<file path="src/rtl/mem_access_stage.sv">
// mem_access_stage: memory stage between execute and write-back. Owns the data bus,
// runs one request/ack transaction at a time with a wait-cycle timeout, and hands
// tokens to write-back in program order. Wrong-path instructions are squashed at accept.
// Optional feature macro: MEM_ACCESS_BYTE_EN enables sub-word lanes, store replication,
// load extraction and alignment checking. Without it every access is full width.
module mem_access_stage #(
  parameter int unsigned DATA_W  = 32,
  parameter int unsigned ADDR_W  = 32,
  parameter int unsigned TIMEOUT = 15
) (
  input  logic                clk,
  input  logic                rst_n,
  input  logic                in_valid,
  output logic                in_ready,
  input  logic [31:0]         instr_in,
  input  logic                branch_in,
  input  logic                branch_ref,
  output logic                branch_ref_global,
  input  logic                is_load,
  input  logic                is_store,
  input  logic [1:0]          size,
  input  logic                sign_ext,
  input  logic [3:0]          rd,
  input  logic [ADDR_W-1:0]   addr,
  input  logic [DATA_W-1:0]   wdata,
  input  logic [DATA_W-1:0]   alu_in,
  output logic                mem_req,
  output logic                mem_we,
  output logic [ADDR_W-1:0]   mem_addr,
  output logic [DATA_W-1:0]   mem_wdata,
  output logic [DATA_W/8-1:0] mem_be,
  input  logic [DATA_W-1:0]   mem_rdata,
  input  logic                mem_ack,
  output logic                out_valid,
  input  logic                out_ready,
  output logic [3:0]          out_rd,
  output logic [DATA_W-1:0]   out_data,
  output logic                out_w_en,
  output logic [31:0]         out_instr,
  output logic                bus_err
);

  localparam int unsigned NumBytes = DATA_W / 8;
  localparam int unsigned LaneW    = $clog2(NumBytes);
  localparam int unsigned CntW     = (TIMEOUT > 1) ? $clog2(TIMEOUT) : 1;
  localparam bit          HasTmo   = (TIMEOUT != 0);

  typedef enum logic [0:0] {StIdle, StReq} state_e;

  state_e              state_q, state_d;
  logic                bref_q, bref_d;
  logic                mem_req_q, mem_req_d;
  logic                mem_we_q, mem_we_d;
  logic [ADDR_W-1:0]   mem_addr_q, mem_addr_d;
  logic [DATA_W-1:0]   mem_wdata_q, mem_wdata_d;
  logic [NumBytes-1:0] mem_be_q, mem_be_d;
  logic [CntW-1:0]     cnt_q, cnt_d;
  logic [3:0]          pend_rd_q, pend_rd_d;
  logic [31:0]         pend_instr_q, pend_instr_d;
  logic                pend_tag_q, pend_tag_d;
  logic                pend_load_q, pend_load_d;
  logic [1:0]          pend_size_q, pend_size_d;
  logic                pend_sext_q, pend_sext_d;
  logic [LaneW-1:0]    pend_lane_q, pend_lane_d;
  logic                out_valid_q, out_valid_d;
  logic [3:0]          out_rd_q, out_rd_d;
  logic [DATA_W-1:0]   out_data_q, out_data_d;
  logic                out_w_en_q, out_w_en_d;
  logic [31:0]         out_instr_q, out_instr_d;
  logic                bus_err_q, bus_err_d;

  logic                accept;
  logic                timeout_hit;
  logic [LaneW-1:0]    lane_c;
  logic [NumBytes-1:0] be_c;
  logic [DATA_W-1:0]   wdata_c;
  logic                misaligned_c;
  logic [DATA_W-1:0]   load_data_c;

  assign in_ready    = (state_q == StIdle) && (!out_valid_q || out_ready);
  assign accept      = in_valid && in_ready;
  assign timeout_hit = HasTmo && (cnt_q == CntW'(TIMEOUT - 1));
  assign lane_c      = addr[LaneW-1:0];

`ifdef MEM_ACCESS_BYTE_EN
  logic [DATA_W-1:0] shifted_c;

  // Lane steering and alignment for the instruction being accepted.
  always_comb begin
    be_c         = '1;
    wdata_c      = wdata;
    misaligned_c = ((size == 2'b01) && lane_c[0]) || (size[1] && (lane_c != '0));
    if (size == 2'b00) begin
      be_c = NumBytes'(1) << lane_c;
    end else if (size == 2'b01) begin
      be_c = NumBytes'(3) << lane_c;
    end
    for (int i = 0; i < int'(NumBytes); i++) begin
      case (size)
        2'b00:   wdata_c[8*i +: 8] = wdata[7:0];
        2'b01:   wdata_c[8*i +: 8] = wdata[8*(i%2) +: 8];
        default: wdata_c[8*i +: 8] = wdata[8*i +: 8];
      endcase
    end
  end

  // Shift the addressed lane down and extend sub-word loads.
  always_comb begin
    shifted_c   = mem_rdata >> {pend_lane_q, 3'b000};
    load_data_c = shifted_c;
    if (pend_size_q == 2'b00) begin
      for (int i = 8; i < int'(DATA_W); i++) load_data_c[i] = pend_sext_q & shifted_c[7];
    end else if (pend_size_q == 2'b01) begin
      for (int i = 16; i < int'(DATA_W); i++) load_data_c[i] = pend_sext_q & shifted_c[15];
    end
  end
`else
  logic unused_cfg;

  assign be_c         = '1;
  assign wdata_c      = wdata;
  assign misaligned_c = 1'b0;
  assign load_data_c  = mem_rdata;
  assign unused_cfg   = ^{pend_size_q, pend_sext_q, pend_lane_q};
`endif

  // Next-state: accept/squash in idle, ack or timeout while a request is pending.
  always_comb begin
    state_d      = state_q;
    bref_d       = branch_ref;
    mem_req_d    = mem_req_q;
    mem_we_d     = mem_we_q;
    mem_addr_d   = mem_addr_q;
    mem_wdata_d  = mem_wdata_q;
    mem_be_d     = mem_be_q;
    cnt_d        = cnt_q;
    pend_rd_d    = pend_rd_q;
    pend_instr_d = pend_instr_q;
    pend_tag_d   = pend_tag_q;
    pend_load_d  = pend_load_q;
    pend_size_d  = pend_size_q;
    pend_sext_d  = pend_sext_q;
    pend_lane_d  = pend_lane_q;
    out_valid_d  = out_valid_q && !out_ready;
    out_rd_d     = out_rd_q;
    out_data_d   = out_data_q;
    out_w_en_d   = out_w_en_q;
    out_instr_d  = out_instr_q;
    bus_err_d    = 1'b0;
    case (state_q)
      StIdle: begin
        // A tag that disagrees with the reference is wrong-path: drop it silently.
        if (accept && (branch_in == bref_q)) begin
          out_rd_d    = rd;
          out_instr_d = instr_in;
          if (!is_load && !is_store) begin
            out_valid_d = 1'b1;
            out_data_d  = alu_in;
            out_w_en_d  = 1'b1;
          end else if (misaligned_c) begin
            out_valid_d = 1'b1;
            out_data_d  = '0;
            out_w_en_d  = 1'b0;
            bus_err_d   = 1'b1;
          end else begin
            state_d      = StReq;
            mem_req_d    = 1'b1;
            mem_we_d     = is_store;
            mem_addr_d   = addr;
            mem_wdata_d  = wdata_c;
            mem_be_d     = be_c;
            cnt_d        = '0;
            pend_rd_d    = rd;
            pend_instr_d = instr_in;
            pend_tag_d   = branch_in;
            pend_load_d  = is_load && !is_store;
            pend_size_d  = size;
            pend_sext_d  = sign_ext;
            pend_lane_d  = lane_c;
          end
        end
      end
      StReq: begin
        // Ack is checked first so an ack in the last allowed cycle beats the timeout.
        if (mem_ack || timeout_hit) begin
          state_d     = StIdle;
          mem_req_d   = 1'b0;
          out_valid_d = 1'b1;
          out_rd_d    = pend_rd_q;
          out_instr_d = pend_instr_q;
          out_data_d  = '0;
          out_w_en_d  = 1'b0;
          if (mem_ack) begin
            if (pend_load_q) begin
              out_data_d = load_data_c;
              out_w_en_d = (pend_tag_q == bref_q);
            end
          end else begin
            bus_err_d = 1'b1;
          end
        end else begin
          cnt_d = cnt_q + CntW'(1);
        end
      end
      default: state_d = StIdle;
    endcase
  end

  // State and registered outputs.
  always_ff @(posedge clk or negedge rst_n) begin
    if (!rst_n) begin
      state_q      <= StIdle;
      bref_q       <= 1'b0;
      mem_req_q    <= 1'b0;
      mem_we_q     <= 1'b0;
      mem_addr_q   <= '0;
      mem_wdata_q  <= '0;
      mem_be_q     <= '0;
      cnt_q        <= '0;
      pend_rd_q    <= '0;
      pend_instr_q <= '0;
      pend_tag_q   <= 1'b0;
      pend_load_q  <= 1'b0;
      pend_size_q  <= '0;
      pend_sext_q  <= 1'b0;
      pend_lane_q  <= '0;
      out_valid_q  <= 1'b0;
      out_rd_q     <= '0;
      out_data_q   <= '0;
      out_w_en_q   <= 1'b0;
      out_instr_q  <= '0;
      bus_err_q    <= 1'b0;
    end else begin
      state_q      <= state_d;
      bref_q       <= bref_d;
      mem_req_q    <= mem_req_d;
      mem_we_q     <= mem_we_d;
      mem_addr_q   <= mem_addr_d;
      mem_wdata_q  <= mem_wdata_d;
      mem_be_q     <= mem_be_d;
      cnt_q        <= cnt_d;
      pend_rd_q    <= pend_rd_d;
      pend_instr_q <= pend_instr_d;
      pend_tag_q   <= pend_tag_d;
      pend_load_q  <= pend_load_d;
      pend_size_q  <= pend_size_d;
      pend_sext_q  <= pend_sext_d;
      pend_lane_q  <= pend_lane_d;
      out_valid_q  <= out_valid_d;
      out_rd_q     <= out_rd_d;
      out_data_q   <= out_data_d;
      out_w_en_q   <= out_w_en_d;
      out_instr_q  <= out_instr_d;
      bus_err_q    <= bus_err_d;
    end
  end

  assign branch_ref_global = bref_q;
  assign mem_req           = mem_req_q;
  assign mem_we            = mem_we_q;
  assign mem_addr          = mem_addr_q;
  assign mem_wdata         = mem_wdata_q;
  assign mem_be            = mem_be_q;
  assign out_valid         = out_valid_q;
  assign out_rd            = out_rd_q;
  assign out_data          = out_data_q;
  assign out_w_en          = out_w_en_q;
  assign out_instr         = out_instr_q;
  assign bus_err           = bus_err_q;

endmodule

</file>
<file path="config.mk">
export PLATFORM = sky130hd
export DESIGN_NAME = mem_access_stage
export DESIGN_NICKNAME = d
export VERILOG_FILES = /design/src/rtl/mem_access_stage.sv
export SDC_FILE = /design/constraint.sdc
export NUM_CORES = 1
export LEC_CHECK = 0
export CAP_MARGIN = 20
export CORE_MARGIN = 3
export CORE_UTILIZATION = 47
export DETAILED_ROUTE_END_ITERATION = 10
export PLACE_DENSITY = 0.85
export SYNTH_ARGS = -nofsm -noshare
export SYNTH_HDL_FRONTEND = slang
export SYNTH_SLANG_ARGS = --single-unit
</file>
<file path="constraint.sdc">
create_clock -name clk -period 4.9 [get_ports clk]
set_clock_uncertainty 0.15 [all_clocks]
set_input_delay 0.735 -clock clk [delete_from_list [all_inputs] [get_ports clk]]
set_output_delay 0.735 -clock clk [all_outputs]
set_load 0.02 [all_outputs]
</file>
## Yosys cells after proc, flatten, opt, wreduce, memory -nomap -nowiden

Cells that the tools add are included.

- Logic and storage cells: 83
- Register bits after elaboration: 182
- Output and inout port bits: 143
- Input port bits: 176

- Muxes and demuxes: 37
- Equality and inequality tests: 8
- Add/subtract/negate cells: 1
- Reduce and logical (&&, ||, !) cells: 17
- Bitwise operators: 2

Operators by type and width:

| cell | count |
|---|---|
| $mux W32 | 7 |
| $pmux W32 S2 | 2 |
| $mux W4 | 5 |
| $mux W1 | 16 |
| $pmux W4 S2 | 2 |
| $reduce_and A3 Y1 | 4 |
| $pmux W1 S2 | 5 |
| $logic_and A1 B1 Y1 | 6 |
| $ne A2 B1 Y1 const B | 3 |
| $add A4 B1 Y4 const B | 1 |
| $eq A4 B4 Y1 const B | 1 |
| $logic_not A1 Y1 | 4 |
| $ne A2 B2 Y1 const B | 2 |
| $eq A1 B1 Y1 | 2 |
| $logic_or A1 B1 Y1 | 2 |
| $not A1 Y1 | 2 |
| $reduce_and A2 Y1 | 1 |

## Logic depth before layout (Yosys ltp)

Gate-level depths: netlist (run 1).

- Depth after elaboration: 7
- Depth in mapped cells: 7
- Mapped depth without buffers: 6

## Worst setup path after synthesis (run 1)

Ideal clock, no wire load.

- Path kind: input to register
- Start: input branch_in
- End: register out_data_q[10] (netlist: out_data[10])
- Arrival time: 1.943 ns
- Cell stages on the path: 5
- Path buffers: 1
- Data required time: 4.625 ns
- Setup time: 0.125 ns
- Slack: 2.682 ns
- Cell sequence: xnor2_1 nand3_1 o21ai_2 buf_6 mux2_2

- Word-level cells in the longest chain between the ends: 4

RTL lines:

| what | line | source |
|---|---|---|
| start: declaration | 16 | `input logic branch_in,` |
| $eq A1 B1 Y1 | 153 | `if (accept && (branch_in == bref_q)) begin` |
| $logic_and A1 B1 Y1 | 153 |  |
| $ne A2 B1 Y1 (no line) | n/a |  |
| $reduce_and A3 Y1 (no line) | n/a |  |
| end signal: assignment | 251 | `out_data_q <= out_data_d;` |
| end: declaration | 67 | `logic [DATA_W-1:0] out_data_q, out_data_d;` |

Every way passes these cells.
A chain may end at the register's enable or synchronous reset.

## Final worst setup path (run 1)

- Start: input out_ready
- End: output in_ready

- Word-level cells in the longest chain between the ends: 2

RTL lines:

| what | line | source |
|---|---|---|
| start: declaration | 35 | `input logic out_ready,` |
| $logic_or A1 B1 Y1 | 80 | `assign in_ready = (state_q == StIdle) && (!out_valid_q \|\| out_ready);` |
| $logic_and A1 B1 Y1 | 80 |  |
| end: declaration | 14 | `output logic in_ready,` |

Every way passes these cells.

==> reports/metrics.cfg, run 1 <==
[status]
outcome = complete, no violations

[clocking]
htreeDepth = 4
insertion_delay_ns = 0.42
cts_tree = built
numClockSinks = 182
cts.reportedPaths.clkPinSlew_ns = 0.07
post_cts_buffers = 0
post_cts_resized = 0
root_buffer = clkbuf_16
postCtsHoldBufs = 0
clockBufferDepth = 2
cts_buffers = 17

[timing]
report.final.hold_viol_count = 0
fmax_ghz = 0.316
slew_headroom = 0.283
finalCritPeriodShare = 0.645
setup_viol = 0
rsz0062_at_grt = false
worst_slew_pin_slew_ns = 1.07
slew_violations = 0
fin_tns_setup_ns = 0
period_minus_slack_ns = 3.16

[grt]
grt_max_degree = 103
grtUsageTotal = 0.212
grt_pass1_wl_um = 30600
antenna_found_initial = 0
busiest_layer = met2
gr-usage-met3 = 0.0718
use_met1 = 0.257
grt_pass1_vias = 5666
gr-usage-met2 = 0.362
grt_overflow = 0

[synthesis]
syn_nets = 784
yosys_warnings = 0
ys_types = 38
yosysSeqAreaShare = 0.571
ys_async_sr_fraction = 1.00
synth_ff_type = dfrtp_1
synth-seq-cells = 182
synth_cells = 606
synth.most_common_cell = dfrtp_1
netlist_top_cells_count = 182 x dfrtp_1, 76 x mux2_2, 72 x nand2_1, 58 x mux2_4, 38 x inv_1
synthTopCellsByArea = dfrtp_1 57%, mux2_4 11%, mux2_2 11%, mux2i_1 4.5%, nand2_1 3.4%
synth.avg_cell_area_um2 = 13.2
synthesis.area_um2 = 7980
synth_largest_area_cell = dfrtp_1
synth_top_area_frac = 0.571
synth_edf_count = 0

[critical_path]
startpoint_type = primary input
critical_path_arrival_ns = 2.28
cp-startpoint = out_ready
critical_path_required_ns = 4.01
reg2reg_from = state_q
worst-r2r-setup-slack_ns = 2.06
r2r_cells = 4
path_class = in2out
reg2reg_to = out_data[13]
worstSetupEndpoint = in_ready
cp_max_fo = 6
cp-end-kind = output port

[floorplanning]
die_x_um = 136
row_count = 47
core_um2 = 16600
top_level_ports = 319
die_y_um = 136
die-area_um2 = 18600
initial_core_util = 0.481

[drt]
postRouteAntennaNets = 0
drt_wl_total_um = 20100
via_per_inst = 4.95
drc = 0
avgRoutedWirePerCell_um = 17.7
num_vias = 5638
drt_iter0_drc = 194
drt_first_pass_iters = 4

[power_and_ir_drop]
p_leak_nw = 5.05
power_mw = 6.65
ir_worst_vdd_uv = 294
power_density_nw_per_um2 = 564

[cells_and_area]
diodes = 0
syn2layout_area_growth_pct = 47.9
multiInputGateArea_um2 = 3020
layout-drive-gt1-share = 0.195
ff_latch_area_um2 = 4560
nNetsFinal = 1085
fillers = 1148

[job]
maxCapViolCount = 0

[min_path]
min_path_type = in2async

[placed_design]
gp_congestion = 0.751
io_buffers = 315
dpl.hpwl_um = 14500

[cell families (layout without fill, tap and decap cells)]
| family | after synthesis | count (layout) | share of synthesized area |
|---|---|---|---|
| and+or+nand+nor | 91 | 91 | 0.0491 |
| buffers and inverters | 78 | 391 | 0.0541 |
| DFF | 182 | 182 | 0.571 |
| adders and majority gates | 2 | 2 | 0.00313 |
| AOI/OAI and AO/OA | 81 | 81 | 0.0596 |
| xor gates and xnor gates | 2 | 2 | 0.00219 |
| muxes | 170 | 170 | 0.261 |
[flip-flops by register name, summed over array words and instances, names as in the netlist]
name,flops
cnt_q,4
out_data,32
mem_we,1
mem_req,1
branch_ref_global,1
mem_wdata,32
pend_tag_q,1
out_valid,1
out_rd,4
out_instr,32
pend_instr_q,32
state_q,1
out_w_en,1
pend_load_q,1
mem_addr,32
bus_err,1
pend_rd_q,4
mem_be,1
[metrics by stage]
| step | setup WS (ns) | instance area (um^2) | hold slack, ns | utilization | std cells |
|---|---|---|---|---|---|
| 6_report | 1.74 | 11800 | 0.183 | 0.712 | 1139 |
| 5_1_grt | 1.67 | 11800 | 0.225 | 0.712 | 1139 |
| 4_1_cts | 1.72 | 11800 | 0.214 | 0.710 | 1138 |
| 3_5_place_dp | 1.49 | 11200 | 0.319 | 0.676 | 1107 |
| 3_3_place_gp | 1.55 | 11200 | 0.309 | 0.676 | 1107 |
| 2_1_floorplan | 2.68 | 7980 | 0.289 | - | 606 |
[worst min-delay path by stage]
stage	startpoint	end	cells past startpoint
floorplan	rst_n	branch_ref_global	0
global placement	mem_req	mem_req	1
detailed placement	out_rd[1]	out_rd[1]	2
CTS	rst_n	mem_wdata[15]	1
global route	rst_n	mem_wdata[16]	1
finish	rst_n	mem_wdata[15]	1
[per-layer routing]
| metal | wire [um] | part of all wire |
|---|---|---|
| met1 | 8070 | 0.40 |
| met2 | 10200 | 0.51 |
| met3 | 1620 | 0.080 |
| met4 | 274 | 0.014 |
| met5 | 0 | 0 |
[worst max-delay path, cell delays in order]
cell	delay (ns)
clkdlybuf4s50_1	0.45
nand2b_1	0.25
nor2b_1	0.19
clkdlybuf4s50_1	0.64
[area by class of cell]
cell class	count	area share
Clock inverter	10	0.00827
Inverter	38	0.0121
Tap cell	220	0.0233
Clock buffer	21	0.0390
Timing Repair Buffer	322	0.275
Sequential cell	182	0.386
Multi-Input combinational cell	346	0.256
[cells in the final DEF (no fill, tap or decap), drive strengths merged]
cell / n
clkinvlp: 3
bufinv: 1
xnor2: 1
nand2b: 3
a31o: 1
nor3: 1
buf: 8
ha: 2
and4: 1
nand2: 72
a22o: 1
xor2: 1
mux2i: 36
dfrtp: 182
a21o: 1
a22oi: 1
and3: 2
nor2: 1
nand3b: 1
clkinv: 3
mux2: 134
or2: 3
clkbuf: 21
nand3: 3
clkdlybuf4s50: 314
a32oi: 1
nor4b: 1
a31oi: 2
inv: 41
o21ai: 42
o22ai: 32
nor2b: 3
[where the power goes]
| part | total, mW | internal, mW | switching (mW) |
|---|---|---|---|
| Sequential | 2.48 | 2.12 | 0.357 |
| Clock | 1.31 | 0.729 | 0.577 |
| Combinational | 2.87 | 1.56 | 1.31 |
| Total | 6.65 | 4.41 | 2.24 |
Power figures use the tool's default switching activity.
==> inputs of run 2 (changes only) <==
- CORE_UTILIZATION: 47 -> 44
- PLACE_DENSITY: 0.85 -> 0.8
- clock period: 4.9 -> 3.2 ns (I/O delays scaled with it)
==> reports/metrics.cfg, run 2 (synthesis gave the netlist of run 1 again) <==
[timing]
finalCritPeriodShare = 0.812
fin_tns_setup_ns = 0
rsz0062_at_grt = false
worst_slew_pin_slew_ns = 0.714
setup_viol = 0
slew_headroom = 0.524
report.final.hold_viol_count = 0
period_minus_slack_ns = 2.60
hold_ws_ns = 0.325
slew_violations = 0
fmax_ghz = 0.385

[drt]
top_layer_used = met4
drc = 0
drt_wl_total_um = 20300
num_vias = 5626
drt_iter0_drc = 178
drt_first_pass_iters = 4
routed-wl-met2_um = 10300
avgRoutedWirePerCell_um = 17.7
met1Wirelength_um = 8200
route.met3.wl_um = 1650
postRouteAntennaNets = 0
via_per_inst = 4.89

[floorplanning]
die_x_um = 141
initial_core_util = 0.455
row_count = 48
die_y_um = 141
die-area_um2 = 19800
top_level_ports = 319
core_um2 = 17500

[cells_and_area]
stdcell_count = 1151
layout_commonest_cell = clkdlybuf4s50_1
layout_common_cells = 314 x clkdlybuf4s50_1, 181 x dfrtp_1, 76 x mux2_2
nNetsFinal = 1093
diodes = 0
post-route-cell-area_um2 = 11900
syn2layout_area_growth_pct = 49.2
fillers = 1310
layout-drive-gt1-share = 0.201

[power_and_ir_drop]
power_mw = 10.1
ir_worst_vdd_uv = 491
p_leak_nw = 5.08
power_density_nw_per_um2 = 851

[critical_path]
cp_slowest_cell = clkdlybuf4s50_1
cpMostUsedCell = clkdlybuf4s50_1
startpoint_type = primary input
cp-end-kind = output port
slowest_delay_ns = 0.64
critical_path_required_ns = 2.57
path_class = in2out
crit_chain = clkdlybuf4s50_1 -> nand2b_1 -> nor2b_1 -> clkdlybuf4s50_1
critical_path_arrival_ns = 1.97
cp_max_fo = 6
reg2reg_from = state_q
cp-startpoint = out_ready

[clocking]
cts_buffers = 17
numClockSinks = 182
cts_tree = built
post_cts_buffers = 0
cts.reportedPaths.clkPinSlew_ns = 0.06
insertion_delay_ns = 0.42
htreeDepth = 4
root_buffer = clkbuf_16
clockBufferDepth = 2
post_cts_resized = 0
postCtsHoldBufs = 1

[grt]
grt_overflow = 0
antenna_found_initial = 0
grt_pass1_wl_um = 32400
grtUsageTotal = 0.207
grt_max_degree = 73
grt_pass1_vias = 5769

[min_path]
min_path_type = reg2reg
hp-start = mem_req

[placed_design]
dpl.hpwl_um = 14900
placedInstanceArea_um2 = 11400
placed_cells = 1120
io_buffers = 315
gp_congestion = 0.753

[job]
maxCapViolCount = 0

[status]
outcome = complete, no violations

[run 2: cell types whose count changed in the layout (fill, tap and decap cells not counted), sizes merged]
cell / delta
clkbuf: -1
buf: +7
dlygate4sd3: +1
clkinv: -1
clkinvlp: +2
bufinv: -1
[run 2: cell type report]
class	instances	area [um^2]	share of cell area
well taps	225	282	0.0236
repair buffers	330	3380	0.284
inverters	38	143	0.0120
flip-flops and latches	182	4560	0.383
clock inverters	10	73.8	0.00620
multi-input cells	346	3020	0.253
clock buffers	20	457	0.0383
[run 2: path summary, 6_finish.rpt]
path | slack [ns] | cells after the start | end
worst max register to register | 0.82 | 5 | out_data[10]
worst min-delay path | 0.32 | 1 | mem_req
worst min register to register | 0.32 | 1 | mem_req
max in group asynchronous | 1.72 | 3 | mem_addr[4]
min in group asynchronous | 0.46 | 2 | mem_addr[18]
worst max-delay path | 0.60 | 4 | in_ready
[run 2: critical path, delay by kind of cell]
| family | cells | cell delay (ns) |
|---|---|---|
| simple gates | 2 | 0.40 |
| buf+inv | 2 | 1.08 |
[run 2: layer usage]
metal	GRT usage	vias to the layer above
li1	-	2702
met1	0.255	2718
met2	0.351	190
met3	0.0719	16
met4	0.0474	0
met5	0	-
[run 2: power breakdown]
part / internal, mW / switching, mW / leakage [nW]
combinational: 2.41 / 2.04 / 2.65
clock: 1.03 / 0.898 / 0.247
sequential: 3.25 / 0.512 / 2.18
total: 6.69 / 3.45 / 5.08
[run 2: per-stage QoR]
stage / utilization / setup WS (ns)
after CTS: 0.679 / 0.581
after global routing: 0.679 / 0.471
after global placement: 0.648 / 0.460
after detailed placement: 0.648 / 0.422
final: 0.679 / 0.601
after floorplan: - / 1.22
==> inputs of run 3 (changes only) <==
- CORE_UTILIZATION: 44 -> 40
- PLACE_DENSITY: 0.8 -> 0.77
- clock period: 3.2 -> 2.1 ns (I/O delays scaled with it)
==> reports/metrics.cfg, run 3 (synthesis gave the netlist of run 1 again) <==
[placed_design]
placedInstanceArea_um2 = 11600
gp_congestion = 0.738
io_buffers = 315
dpl.hpwl_um = 15900

[clocking]
cts.reportedPaths.clkPinSlew_ns = 0.07
root_buffer = clkbuf_16
clockBufferDepth = 2
htreeDepth = 4
insertion_delay_ns = 0.42
cts_buffers = 17
cts_tree = built
numClockSinks = 182

[cells_and_area]
fin_util = 0.630
diodes = 0
layout_commonest_cell = clkdlybuf4s50_1
nNetsFinal = 1112
fillers = 1538
post-route-cell-area_um2 = 12300
ff_latch_area_um2 = 4560
layout-drive-gt1-share = 0.219
multiInputGateArea_um2 = 3020
layout_common_cells = 313 x clkdlybuf4s50_1, 181 x dfrtp_1, 76 x mux2_2
syn2layout_area_growth_pct = 54.1

[drt]
drt_iter0_drc = 165
num_vias = 5813
postRouteAntennaNets = 0
drt_first_pass_iters = 5
avgRoutedWirePerCell_um = 17.8
drt_wl_total_um = 21500
drc = 0
via_per_inst = 4.80

[power_and_ir_drop]
p_leak_nw = 5.27
power_mw = 16.2
p_switching_mw = 5.35
clkPwrFrac = 0.219
ir_worst_vdd_uv = 632
combPwrFrac = 0.426
p_seq_frac = 0.356
power.internal_mw = 10.8
p_sw_frac = 0.330
power_density_nw_per_um2 = 1320

[floorplanning]
core_um2 = 19500
top_level_ports = 319
row_count = 51
die-area_um2 = 21700
initial_core_util = 0.409
die_y_um = 147
die_x_um = 147

[min_path]
hp-start = branch_ref
hold_depth = 1
min_path_type = in2reg
holdPathEnd = branch_ref_global

[critical_path]
critical_path_required_ns = 2.25
slowest_delay_ns = 0.40
cp-end-kind = flip-flop
critical_path_arrival_ns = 2.16
reg2reg_to = out_data[14]
crit_chain = buf_4 -> buf_12 -> nand2_1 -> o21ai_2 -> buf_12 -> mux2_2
reg2reg_from = state_q
cp_max_fo = 77
cp_slowest_cell = dfrtp_4
cpMostUsedCell = buf_12
path_class = reg2reg
startpoint_type = flip-flop
worst-r2r-setup-slack_ns = 0.08
r2r_cells = 6

[timing]
finalCritPeriodShare = 0.960
rsz0062_at_grt = false
fmax_ghz = 0.496
report.final.hold_viol_count = 0
fin_tns_setup_ns = 0
slew_headroom = 0.604
period_minus_slack_ns = 2.02
worst_slew_pin_slew_ns = 0.594
slew_violations = 0
setup_viol = 0

[grt]
grt_pass1_vias = 6017
grt_max_degree = 78
grt_pass1_wl_um = 33800
grtUsageTotal = 0.197
antenna_found_initial = 0
grt_overflow = 0

[status]
outcome = complete, no violations

[job]
maxCapViolCount = 0

==> run 3: cell count changes in the layout (fill, tap and decap cells not counted) <==
cell	before	now
xnor2_2	0	1
o21ai_2	0	1
xnor2_1	1	0
clkbuf_8	2	0
dlygate4sd2_1	0	1
clkinv_4	0	2
clkinvlp_4	5	2
buf_4	5	18
clkdlybuf4s50_1	314	313
clkinv_2	2	0
inv_8	0	1
o21ai_4	1	0
bufinv_16	0	5
buf_12	9	15
==> run 3: timing repair <==
item	in CTS	in global routing
hold endpoints to repair	49	0
endpoints found under the setup margin	86	0
gates resized for setup	2	0
hold buffers	1	0
buffers inserted	0	0
==> run 3: worst max-delay path by stage <==
stage                                 start           end  slack, ns  depth (start not counted)
after global routing               cnt_q[0]  out_data[30]      0.001                          7
final                               state_q  out_data[14]       0.08                          6
after global placement            branch_in    pend_tag_q      -0.33                          6
after detailed placement          branch_in  mem_addr[28]      -0.37                          6
after CTS                           state_q      in_ready       0.05                          3
after floorplan           branch_ref_global  out_data[10]       0.12                          5
==> run 3: power groups by stage <==
stage | Clock (mW) | Combinational, mW | Sequential (mW)
floorplan | 0 | 2.13 | 7.11
global placement | 0 | 6.82 | 5.75
detailed placement | 0 | 6.96 | 5.79
CTS | 3.60 | 6.97 | 5.77
global route | 3.74 | 7.29 | 5.93
finish | 3.54 | 6.89 | 5.75
==> run 3: critical path: cells and delay by family (launching register included) <==
family / cells / cell delay [ns]
AO/OA/AOI/OAI: 1 / 0.14
buffers and inverters: 3 / 0.63
flip-flops: 1 / 0.40
multiplexers: 1 / 0.35
AND/OR/NAND/NOR: 1 / 0.17
==> run 3: metal layers <==
layer	vias up	track usage	routed length [um]
li1	2758	-	-
met1	2833	0.236	8660
met3	22	0.0577	1480
met5	-	0	0
met2	200	0.345	11000
met4	0	0.0568	385
==> run 3: area by class of cell <==
cell class	count	share of cell area
sequential	182	0.371
timing repair buffer	349	0.293
multi-input combinational	346	0.245
clock buffer	18	0.0349
tap	265	0.0270
clock inverter	13	0.0179
inverter	38	0.0116
==> run 3: per-stage QoR <==
step | hold slack, ns | setup WS, ns | instances
after floorplan | -0.131 | 0.123 | 606
after global placement | 0.188 | -0.329 | 1179
after detailed placement | 0.191 | -0.369 | 1179
after CTS | 0.185 | 0.0521 | 1211
after global routing | 0.185 | 0.00109 | 1211
final | 0.208 | 0.0838 | 1211
